--- src/rtl/pipelined_adder.sv ---
// Pipelined two's-complement adder/subtractor with a valid/ready stream interface.
// The carry chain is cut into STAGES registered chunks of WIDTH/STAGES bits each.
module pipelined_adder #(
    parameter int WIDTH  = 64,
    parameter int STAGES = 2
) (
    input  logic             clk,
    input  logic             reset,
    input  logic             in_valid,
    output logic             in_ready,
    input  logic [WIDTH-1:0] a,
    input  logic [WIDTH-1:0] b,
    input  logic             sub,
    output logic             out_valid,
    input  logic             out_ready,
    output logic [WIDTH-1:0] sum,
    output logic             carry_out,
    output logic             overflow,
    output logic             zero
);

    localparam int CW = WIDTH / STAGES;

    logic [WIDTH-1:0]              bp;
    logic                          adv;
    logic [STAGES-1:0][WIDTH-1:0]  s_r, b_r, nxt_s, nxt_b;
    logic [STAGES-1:0]             c_r, v_r, nxt_c, nxt_v;
    logic                          ov_r, nxt_ov;
    logic                          unused_last_b;

    assign bp        = sub ? ~b : b;
    assign out_valid = v_r[STAGES-1];
    assign adv       = !out_valid || out_ready;
    assign in_ready  = adv;

    // s_r[k] holds the result chunks 0..k plus the still-unconsumed upper chunks of a,
    // so the last stage still sees the original a/b' MSBs for the overflow test.
    for (genvar k = 0; k < STAGES; k++) begin : g_stage
        logic [WIDTH-1:0] src_s, src_b, ns;
        logic             src_c, src_v;
        logic [CW:0]      ch;
        logic             unused_src_b;

        if (k == 0) begin : g_first
            assign src_s = a;
            assign src_b = bp;
            assign src_c = sub;
            assign src_v = in_valid;
        end else begin : g_next
            assign src_s = s_r[k-1];
            assign src_b = b_r[k-1];
            assign src_c = c_r[k-1];
            assign src_v = v_r[k-1];
        end

        assign ch = {1'b0, src_s[k*CW +: CW]} + {1'b0, src_b[k*CW +: CW]} + {{CW{1'b0}}, src_c};

        always_comb begin
            ns              = src_s;
            ns[k*CW +: CW]  = ch[CW-1:0];
        end

        assign nxt_s[k]     = ns;
        assign nxt_b[k]     = src_b;
        assign nxt_c[k]     = ch[CW];
        assign nxt_v[k]     = src_v;
        assign unused_src_b = ^src_b;

        if (k == STAGES - 1) begin : g_last
            assign nxt_ov = (src_s[WIDTH-1] == src_b[WIDTH-1]) && (ch[CW-1] != src_s[WIDTH-1]);
        end
    end

    assign unused_last_b = ^b_r[STAGES-1];

    always_ff @(posedge clk) begin
        if (!reset) begin
            s_r  <= '0;
            b_r  <= '0;
            c_r  <= '0;
            v_r  <= '0;
            ov_r <= 1'b0;
        end else if (adv) begin
            s_r  <= nxt_s;
            b_r  <= nxt_b;
            c_r  <= nxt_c;
            v_r  <= nxt_v;
            ov_r <= nxt_ov;
        end
    end

    assign sum       = s_r[STAGES-1];
    assign carry_out = c_r[STAGES-1];
    assign overflow  = ov_r;
    assign zero      = (sum == '0);

endmodule

--- config.mk ---
export PLATFORM = sky130hd
export DESIGN_NAME = pipelined_adder
export DESIGN_NICKNAME = d
export VERILOG_FILES = /design/src/rtl/pipelined_adder.sv
export SDC_FILE = /design/constraint.sdc
export NUM_CORES = 1
export LEC_CHECK = 0
export CAP_MARGIN = 20
export CORE_MARGIN = 3
export CORE_UTILIZATION = 49
export CTS_BUF_LIST = sky130_fd_sc_hd__clkbuf_8
export CTS_CLUSTER_DIAMETER = 60
export DETAILED_ROUTE_END_ITERATION = 6
export MAX_ROUTING_LAYER = met4
export PLACE_DENSITY_LB_ADDON = 0.2
export SLEW_MARGIN = 20
export SYNTH_ARGS = -nofsm -noshare
export SYNTH_HDL_FRONTEND = slang
export SYNTH_SLANG_ARGS = --single-unit
--- constraint.sdc ---
create_clock -name clk -period 3.6 [get_ports clk]
set_input_delay 0.54 -clock clk [delete_from_list [all_inputs] [get_ports clk]]
set_output_delay 0.54 -clock clk [all_outputs]
set_load 0.01 [all_outputs]
After elaboration in Yosys (flattened, before gate mapping)
Cells that the tools add are included.
{"block": "totals", "reg_bits": 197, "input_bits": 133, "out_inout_bits": 69, "wordCells": 18}
{"block": "classes", "add_sub_neg": 4, "n_eq_ne": 2, "muxes": 1, "n_bitwise": 1, "reduce_logical": 4}
{"operator": "$add 32x32->33", "count": 2}
{"operator": "$add 33x1->33", "count": 2}
{"operator": "$logic_not 64->1", "count": 1}
{"operator": "$mux 64", "count": 1}
{"operator": "$not 64->64", "count": 1}
{"operator": "$eq 1x1->1", "count": 1}
{"operator": "$logic_and 1x1->1", "count": 1}
{"operator": "$logic_not 1->1", "count": 1}
{"operator": "$logic_or 1x1->1", "count": 1}
{"operator": "$ne 1x1->1", "count": 1}

Depth between registers and ports, before layout
Gate-level depths: netlist (run 1).
{"block": "logic_depth", "word_depth": 4, "ltp_mapped": 16, "ltp_nobuf": 13}

Worst setup path before layout (run 1)
OpenSTA, ideal clock, no wires.
{"block": "synth_path", "path_type": "input -> register", "from": "input sub", "to": "register s_r, in the netlist g_stage[1].src_s[26]", "setup_ns": 0.062, "t_arrival_ns": 3.693, "required_time_ns": 3.538, "slack_ns": -0.155, "stages": 15, "path_buffers": 3, "path_cell_list": "buf_6 > clkbuf_1 > clkbuf_1 > xor2_1 > ha_1 > o21ai_0 > a211oi_1 > o21ai_0 > nand2_1 > a21o_1 > a21o_1 > a21o_1 > a41oi_1 > or4_1 > nand3_1"}
{"block": "synth_via", "elab_chain_len": 3}
{"element": "start, declared", "line_no": "13", "source": "input logic sub,"}
{"element": "$mux 64", "line_no": "31", "source": "assign bp = sub ? ~b : b;"}
{"element": "$add 32x32->33", "line_no": "56", "source": "assign ch = {1'b0, src_s[k*CW +: CW]} + {1'b0, src_b[k*CW +: CW]} + {{CW{1'b0}}, src_c};"}
{"element": "$add 33x1->33 (*)", "line_no": "56"}
{"element": "end signal, assigned", "line_no": "84", "source": "s_r <= nxt_s;"}
{"element": "end, declared", "line_no": "26", "source": "logic [STAGES-1:0][WIDTH-1:0] s_r, b_r, nxt_s, nxt_b;"}
Every way passes the cells marked *; elsewhere a longest branch is shown, timed or not.
A chain may end at the register's enable or synchronous reset.

Final worst setup path (run 1)
{"block": "layout_path", "from": "register b_r, in the netlist g_stage[1].src_b[32]", "to": "register s_r, in the netlist sum[52]"}
{"block": "layout_via", "elab_chain_len": 2}
{"element": "start, declared", "line_no": "26"}
{"element": "start signal, assigned", "line_no": "85", "source": "b_r <= nxt_b;"}
{"element": "$add 32x32->33", "line_no": "56"}
{"element": "$add 33x1->33", "line_no": "56"}
No other way between the ends.

==> impl_metrics.py, run 1 <==
metrics = {
    "cells_and_area": {
        "final_layout_size_suffix_gt1_share_pct": 5.60,
        "area_delta_synth_final_pct": 27.0,
        "layout.nets": 1560,
        "fin_cells": 1641,
    },
    "logic_synthesis": {
        "syn_area_um2": 9850,
        "synth_most_common_cell": "nand2_1",
        "avgSynthCellArea_um2": 8.27,
        "yosysWarnings": 0,
        "synth.area.top_cells": "dfxtp_1 (34%), nand2_1 (9.8%), ha_1 (7.9%), a21boi_0 (5.6%), xnor2_1 (5.2%)",
        "syn_inst": 1192,
        "yosysTopAreaCellShare_pct": 33.5,
        "yosys-top-cells-count": "nand2_1 (258), dfxtp_1 (165), a21boi_0 (73)",
        "synth_async_sr_flop_share_pct": 0,
        "synthesis.nets": 1390,
        "ys_ff_latch": 165,
        "synth.distinct_cells": 67,
        "synth-seq-area-share_pct": 33.5,
        "synth_edf_count": 0,
        "synth_ff_type": "dfxtp_1",
        "yosysTopAreaCell": "dfxtp_1",
    },
    "critical_path": {
        "cp.arrival_ns": 3.68,
        "crit_type": "reg2reg",
        "worst_setup_path_end_kind": "flip-flop",
        "path_max_fanout": 3,
        "startpoint_type": "flip-flop",
        "cp.required_ns": 3.95,
    },
    "global_routing": {
        "track_usage_pct": 24.0,
        "grt_pass1_vias": 8601,
        "grt_pass1_wl_um": 42200,
        "use_met3_pct": 4.08,
        "grt_overflow_total": 0,
        "antenna_found_initial": 1,
        "grt_max_degree": 153,
        "use_met2_pct": 37.9,
        "busiest_layer": "met2",
        "grt_use_met1_pct": 32.3,
    },
    "cts": {
        "cts_buffer_depth": 2,
        "htreeDepth": 4,
        "worst_skew_pair.late_latency_ns": 0.46,
        "cts_buffers": 17,
        "cts_root_buf": "clkbuf_8",
        "numClockSinks": 165,
        "cts.clk_slew.worst_paths_ns": 0.09,
        "tritoncts": "built",
    },
    "placed_design": {
        "numPortBuffers": 201,
        "post-dp-hpwl_um": 19200,
        "place_inst": 1608,
        "place_congestion": 0.921,
        "post-place-ws_ns": -0.0796,
    },
    "sta": {
        "layout_setup_ws_ns": 0.266,
        "rsz0062_at_grt": "false",
        "tightest_slew_ns": 0.802,
        "timing.fmax_mhz": 300,
        "setup_viol": 0,
        "timing.final.hold_violations": 0,
        "skew_ns": 0.0130,
        "post-route-min-period_ns": 3.33,
        "drv_slew": 0,
        "fin_crit_sh_pct": 92.6,
        "whs_ns": 0.466,
        "max_slew_margin_pct": 46.5,
    },
    "floorplanning": {
        "rows": 51,
        "die_h_um": 148,
        "die_w_um": 148,
        "die-area_um2": 21800,
        "start_util_pct": 50.3,
        "core_um2": 19600,
        "ios": 202,
    },
    "outcome": {
        "outcome": "completed",
    },
    "detailed_routing": {
        "wl_um": 26300,
        "vias_per_cell": 5.48,
        "first_pass_iters": 5,
        "drc": 0,
        "wl_per_cell_um": 16.1,
        "drtAntennaViolNets": 0,
        "drtIter0Drc": 517,
        "vias": 8994,
    },
    "power_and_ir_drop": {
        "leakage_nw": 5.46,
        "switching_share_pct": 33.2,
        "comb_power_share_pct": 32.2,
        "p_sw_mw": 1.72,
        "irDropWorstVdd_uv": 224,
        "p_clk_share_pct": 25.2,
        "p_per_area_nw_per_um2": 413,
        "power_mw": 5.17,
        "p_int_mw": 3.45,
        "pwr-share-seq_pct": 42.6,
    },
    "flow_run": {
        "drv_cap": 0,
    },
    "hold_path": {
        "hold_class": "reg2reg",
    },
}
## per-layer routing
| layer | vias up | part of all wire, % |
|---|---|---|
| met5 | - | 0 |
| met4 | 0 | 1.5 |
| met3 | 35 | 5.7 |
| met2 | 259 | 46 |
| met1 | 4179 | 47 |
| li1 | 4521 | - |
## registers in the layout (all words and copies together) (netlist names)
signal	cells
g_stage.src_s	64
g_stage.src_b	32
v_r	2
sum	64
overflow	1
c_r	2
## through the flow
stage               cell area, um^2  TNS [ns]  utilization, %
finish                        12500         0            63.9
detailed placement            12100   -0.0872            61.9
global route                  12500         0            63.9
global placement              12100         0            61.9
floorplan                      9860         0               -
CTS                           12500         0            63.8
## repair_timing
| item | 4_1_cts | 5_1_grt |
|---|---|---|
| hold buffers | 0 | 0 |
| buffers inserted | 0 | 0 |
| gates resized for setup | 0 | 3 |
| endpoints found under the setup margin | 0 | 3 |
## area by class of cell
cell class	instances	area [um^2]
clock buffers	18	248
repair buffers	223	2200
flip-flops and latches	165	3300
well taps	265	332
fillers	1757	7080
clock inverters	14	129
inverters	19	76.3
multi-input cells	936	6220
diodes	1	2.50
## kinds of logic after synthesis
kind of cell | synth area share [%]
AOI/OAI and AO/OA | 25.6
xor gates and xnor gates | 10.3
adders and majority gates | 8.48
buffers and inverters | 3.54
DFF | 33.5
muxes | 0.241
and+or+nand+nor | 18.3
## worst max-delay path: stages, from the launching register on
cell,delay [ns]
dfxtp_1,0.34
fa_1,0.46
fa_1,0.42
a21o_1,0.21
a21oi_2,0.17
o21bai_1,0.12
a211oi_2,0.32
o21ai_0,0.15
a21oi_1,0.30
o221ai_2,0.21
a21oi_2,0.20
nor2_1,0.06
a2111oi_1,0.29
## path summary, 6_finish.rpt
check                                                       start                               end  slack [ns]  cells after the start
worst min register to register   g_stage[1].src_s[7]$_SDFFE_PN0P_  g_stage[1].src_s[7]$_SDFFE_PN0P_        0.47                      2
worst max register to register  g_stage[1].src_b[32]$_SDFFE_PN0P_              sum[52]$_SDFFE_PN0P_        0.27                     12
worst min-delay path             g_stage[1].src_s[7]$_SDFFE_PN0P_  g_stage[1].src_s[7]$_SDFFE_PN0P_        0.47                      2
worst max-delay path            g_stage[1].src_b[32]$_SDFFE_PN0P_              sum[52]$_SDFFE_PN0P_        0.27                     12
## power by group through the flow
stage                     combinational, mW  clock, mW  sequential [mW]
after global routing                   1.84       1.39             2.23
after detailed placement               1.65          0             2.24
after global placement                 1.63          0             2.24
after CTS                              1.66       1.33             2.20
final                                  1.67       1.30             2.20
after floorplan                       0.998          0             2.24
## layout by cell type, fill, tap and decap left out, types with 4 or more instances in the layout
cell             synthesis  final
o21ai_1                  6      6
clkinvlp_4               0      4
a31oi_1                  6      6
a21oi_2                  5      6
nor2_1                  25     25
or3_1                    4      4
nand3_1                 21     21
o31ai_1                  4      4
clkdlybuf4s50_1          0    199
nand4_1                 12     12
o211ai_1                 6      6
ha_1                    62     62
dfxtp_1                165    165
buf_4                    0     22
xnor2_1                 59     59
and3_1                  11     11
o21bai_1                 9      9
o211a_1                 40     40
inv_1                   17     18
o21ai_0                 50     50
nor4_1                  17     17
a211oi_1                 8      7
nand2b_1                 8      8
a21oi_1                 62     61
inv_6                    0      4
and2_1                  25     25
nor2b_1                  5      4
o21a_1                   9      9
nor3_1                  10     10
xor2_1                  57     57
nand2_1                258    258
a21o_1                  38     38
clkbuf_8                 0     18
a21boi_0                73     73
(Power assumes the default switching activity.)
==> run 2: changes to the inputs <==
--- a/config.mk
+++ b/config.mk
@@ -12,7 +12,7 @@
 export CTS_CLUSTER_DIAMETER = 60
 export DETAILED_ROUTE_END_ITERATION = 6
 export MAX_ROUTING_LAYER = met4
-export PLACE_DENSITY_LB_ADDON = 0.2
+export PLACE_DENSITY = 0.8
 export SLEW_MARGIN = 20
 export SYNTH_ARGS = -nofsm -noshare
 export SYNTH_HDL_FRONTEND = slang
==> run 2 against run 1 <==
Sequential share of layout area is essentially flat. Global-route usage shrank 0.15 points. Non-clock buffer count shrank 4. Total power grew 2.7%. Clock-buffer cell count shrank 1. First-iteration DRC count grew 0.97%. Cell count shrank 0.30%. Register-to-register slack is essentially flat.
==> impl_metrics.py, run 2 (synthesis gave the netlist of run 1 again) <==
metrics = {
    "detailed_routing": {
        "drtIter0Drc": 522,
        "vias_per_cell": 5.50,
        "first_pass_iters": 5,
        "wl_um": 25800,
        "wl_per_cell_um": 15.8,
        "vias": 8995,
        "drc": 0,
        "drtAntennaViolNets": 0,
    },
    "cts": {
        "cts_resized": 0,
        "cts_hold_buf": 0,
        "cts_root_buf": "clkbuf_8",
        "worst_skew_pair.late_latency_ns": 0.47,
        "htreeDepth": 4,
        "cts.clk_slew.worst_paths_ns": 0.09,
        "numClockSinks": 165,
        "tritoncts": "built",
        "cts_buffer_depth": 2,
        "cts_buffers": 17,
        "post_cts_buffers": 0,
    },
    "critical_path": {
        "critPathTopFamily": "compound AO/OA/AOI/OAI gates",
        "path_buf_inv": 0,
        "cp.required_ns": 3.94,
        "startpoint_type": "flip-flop",
        "cp_cell_sequence": "fa_1 -> fa_1 -> a21o_1 -> a21oi_2 -> o21bai_1 -> a211oi_2 -> nand2b_1 -> o311ai_1 -> a2111oi_1 -> xor2_1 -> o21ai_0",
        "cp.arrival_ns": 3.69,
        "worst_setup_path_end_kind": "flip-flop",
        "path_common_cell": "fa_1",
        "crit_slowest_cell": "a2111oi_1",
        "path_max_fanout": 3,
        "crit_type": "reg2reg",
        "cpPeakStageDelay_ns": 0.49,
    },
    "power_and_ir_drop": {
        "irDropWorstVdd_uv": 239,
        "pwr-share-seq_pct": 41.5,
        "comb_power_share_pct": 31.2,
        "leakage_nw": 5.48,
        "p_per_area_nw_per_um2": 424,
        "p_sw_mw": 1.73,
        "switching_share_pct": 32.5,
        "p_int_mw": 3.58,
        "p_clk_share_pct": 27.4,
    },
    "sta": {
        "layout_setup_ws_ns": 0.251,
        "post-route-min-period_ns": 3.35,
        "fin_crit_sh_pct": 93.0,
        "tightest_slew_ns": 0.724,
        "whs_ns": 0.460,
        "timing.final.hold_violations": 0,
        "rsz0062_at_grt": "false",
        "max_slew_margin_pct": 51.3,
        "tns_ns": 0,
        "drv_slew": 0,
        "skew_ns": 0.0130,
        "setup_viol": 0,
        "timing.fmax_mhz": 299,
    },
    "floorplanning": {
        "start_util_pct": 50.3,
        "die-area_um2": 21800,
        "rows": 51,
        "ios": 202,
        "core_um2": 19600,
        "die_w_um": 148,
        "die_h_um": 148,
    },
    "global_routing": {
        "grt_overflow_total": 0,
        "grt_pass1_vias": 8445,
        "grt_pass1_wl_um": 41600,
        "antenna_found_initial": 0,
        "grt_max_degree": 153,
        "track_usage_pct": 23.9,
    },
    "cells_and_area": {
        "fillCellCount": 1711,
        "layout_common_cells": "nand2_1 (258), clkdlybuf4s50_1 (199), dfxtp_1 (165)",
        "layout.nets": 1556,
        "mostFrequentLayoutCell": "nand2_1",
        "area_delta_synth_final_pct": 27.2,
        "final_layout_size_suffix_gt1_share_pct": 5.54,
        "num_antenna_cells": 0,
    },
    "hold_path": {
        "hold_class": "reg2reg",
    },
    "flow_run": {
        "drv_cap": 0,
    },
    "placed_design": {
        "post-place-ws_ns": -0.110,
        "numPortBuffers": 201,
        "place_congestion": 0.936,
        "post-dp-hpwl_um": 18900,
    },
    "outcome": {
        "outcome": "completed",
    },
}
run 2: per-stage QoR:
| step | utilization [%] | total power [mW] | cell area [um^2] | instances |
|---|---|---|---|---|
| after floorplan | - | 3.23 | 9860 | 1192 |
| after global placement | 61.7 | 3.85 | 12100 | 1604 |
| after detailed placement | 61.7 | 3.88 | 12100 | 1604 |
| after CTS | 63.9 | 5.34 | 12500 | 1636 |
| after global routing | 64.0 | 5.62 | 12500 | 1636 |
| final | 64.0 | 5.31 | 12500 | 1636 |
run 2: final timing paths:
path                            slack [ns]  depth (start not counted)                              start                                to
worst max register to register        0.25                         11  g_stage[1].src_b[32]$_SDFFE_PN0P_              sum[60]$_SDFFE_PN0P_
worst min register to register        0.46                          2   g_stage[1].src_s[8]$_SDFFE_PN0P_  g_stage[1].src_s[8]$_SDFFE_PN0P_
worst min-delay path                  0.46                          2   g_stage[1].src_s[8]$_SDFFE_PN0P_  g_stage[1].src_s[8]$_SDFFE_PN0P_
worst max-delay path                  0.25                         11  g_stage[1].src_b[32]$_SDFFE_PN0P_              sum[60]$_SDFFE_PN0P_
run 2: power groups by stage:
stage | clock network, mW | registers [mW] | logic, mW
final | 1.45 | 2.20 | 1.66
after global routing | 1.57 | 2.23 | 1.83
after global placement | 0 | 2.24 | 1.61
after CTS | 1.49 | 2.20 | 1.65
after floorplan | 0 | 2.24 | 0.998
after detailed placement | 0 | 2.24 | 1.64
run 2: final cells by class:
type	count	area, um^2	share of cell area [%]
clock inverters	15	191	1.53
repair buffers	219	2170	17.3
inverters	19	73.8	0.589
multi-input cells	936	6230	49.7
clock buffers	17	234	1.87
well taps	265	332	2.65
flip-flops and latches	165	3300	26.4
run 2: metal layers:
layer / track usage [%] / vias up / share of wire, %
li1: - / 4514 / -
met1: 32.0 / 4213 / 46
met2: 37.8 / 242 / 46
met3: 4.02 / 26 / 5.7
met4: 6.37 / 0 / 1.6
met5: - / - / 0
run 2: worst register-to-register path, stage by stage (launching register included):
cell and delay (ns):
dfxtp_1 0.34, fa_1 0.47, fa_1 0.43, a21o_1 0.21, a21oi_2 0.17, o21bai_1 0.12, a211oi_2 0.30, nand2b_1 0.23
o311ai_1 0.20, a2111oi_1 0.49, xor2_1 0.18, o21ai_0 0.10
==> variant, RTL diff (flow settings as in run 2) <==
Reset style: asynchronous (`reset`), changed in one clocked block.
--- a/src/rtl/pipelined_adder.sv
+++ b/src/rtl/pipelined_adder.sv
@@ -73,7 +73,7 @@
 
     assign unused_last_b = ^b_r[STAGES-1];
 
-    always_ff @(posedge clk) begin
+    always_ff @(posedge clk or negedge reset) begin
         if (!reset) begin
             s_r  <= '0;
             b_r  <= '0;
Function: differs if reset is asserted again (counterexample within 4 cycles, from zero or initial values and one cycle with reset low); with reset held inactive, the same outputs for 4 cycles.
==> variant against run 2 <==
- critical path depth shrank 6
- area after synthesis is 5.2% higher
- cell area grew 4.1%
- routed wire length up 9.5%
- largest cell class unchanged
- worst setup slack better by 64 ps
- sequential cell count stayed put
- sequential power up 30%
- power increased by 42%
==> variant: results (changes against run 2) <==
metric,value,unit,change
Global Route Usage Sum,25.2,%,+1.4 points
clock buffers,19,,+2
synth top area cells,"dfrtp_1 (40%), nand2_1 (11%), ha_1 (7.5%)",,
via/cell ratio,5.62,,+2.2%
mux contribution to synthesized area,0.302,%,+0.060 points
detailed-placement wirelength estimate,20.9,mm,+10%
vias in the first global route,9061,,+7.3%
syn_nets,1430,,+2.9%
initial antenna violation count,2,,+2
crit path DAT,2740,ps,-950 ps
commonest cells in the netlist,"nand2_1 (307), dfrtp_1 (165), a21oi_1 (98)",,
first-pass GRT wire length,44.9,mm,+7.9%
Critical-path top delay cell,nor4_1,,
WL met1,12.9,mm,+7.5%
inverters,15,,-4
pre-CTS setup slack,92.3,ps,+202 ps
Final Skew,11.9,ps,-1.06 ps
signal buffers share of area,16.6,%,-0.72 points
CTS max path bufs,2,,unchanged
met3 WL,1.84,mm,+25%
crit-path max cell delay,580,ps,+90 ps
"Seq/Total Area, Yosys",39.8,%,+6.3 points
Synth Area in Compound Gates,18.9,%,-6.7 points
Iter 0 DRT Violations,669,,+28%
Worst VDD drop,0.000451,V,+89%
Clock Latency Late Sink,460,ps,
worst hold path class,input port to asynchronous set/reset pin,,
slew at the pin closest to its max-slew limit,797,ps,+72.9 ps
drt wl/cell,16.8,um,+6.4%
"Net count, final",1596,,+2.6%
WL met2,13.1,mm,+9.8%
ys async rst share,100,%,+100 points
Layout clock area frac,3.31,%,-0.084 points
Non-clock buffers,216,,-1.4%
P_leak,5.90,nW,+7.7%
number of multi-input logic gates,983,,+5.0%
Layout fillers,1807,,+5.6%
share of layout cells above drive strength 1,4.46,%,-1.1 points
routability cong.,0.935,,about the same
post-synth cell types,68,,+1.5%
outcome,"finished, final reports clean",,
R2R depth,9,,-2
-- variant: worst paths after layout --
| check | from | end | slack (ps) |
|---|---|---|---|
| max | sum[6] | zero | 320 |
| min | reset | g_stage[1].src_b[42] | 120 |
| max reg2reg | g_stage[1].src_s[32] | sum[62] | 340 |
| min reg2reg | v_r[0] | v_r[0] | 460 |
| max in group asynchronous | reset | g_stage[1].src_b[58] | 2660 |
| min in group clk | v_r[0] | v_r[0] | 460 |
-- variant: cells by family (layout without fill, tap and decap cells) --
kind of cell	count (synthesis)	in the layout
xor gates and xnor gates	105	105
buffers and inverters	84	263
adders and majority gates	65	65
muxes	3	3
other	0	2
and+or+nand+nor	501	501
AOI/OAI and AO/OA	309	309
DFF	165	165
-- variant: through the flow --
step | total power [mW] | std cells | cell area, um2 | hold WS, ps
after floorplan | 4.64 | 1232 | 10400 | 244
after global placement | 6.02 | 1649 | 12600 | 441
after detailed placement | 6.09 | 1649 | 12600 | 448
after CTS | 7.55 | 1681 | 13000 | 130
after global routing | 8.06 | 1683 | 13000 | 147
final | 7.54 | 1683 | 13000 | 120
-- variant: where the power goes --
part | internal, mW | total [mW] | switching (mW) | leakage (nW)
clock network | 0.736 | 1.45 | 0.716 | 0.221
logic | 1.54 | 3.22 | 1.68 | 3.73
registers | 2.39 | 2.86 | 0.477 | 1.94
-- variant: routing by layer --
metal / global-route usage [%] / vias to the layer above
met5: - / -
met4: 6.03 / 0
met3: 5.74 / 36
met2: 38.5 / 288
met1: 34.5 / 4515
li1: - / 4622
-- variant: worst register-to-register path, delay by kind of cell, from the launching register on --
family                     cells  cell delay [ps]
xor gates and xnor gates       1              220
AOI/OAI and AO/OA              6             1580
adders and majority gates      2              890
DFF                            1              410
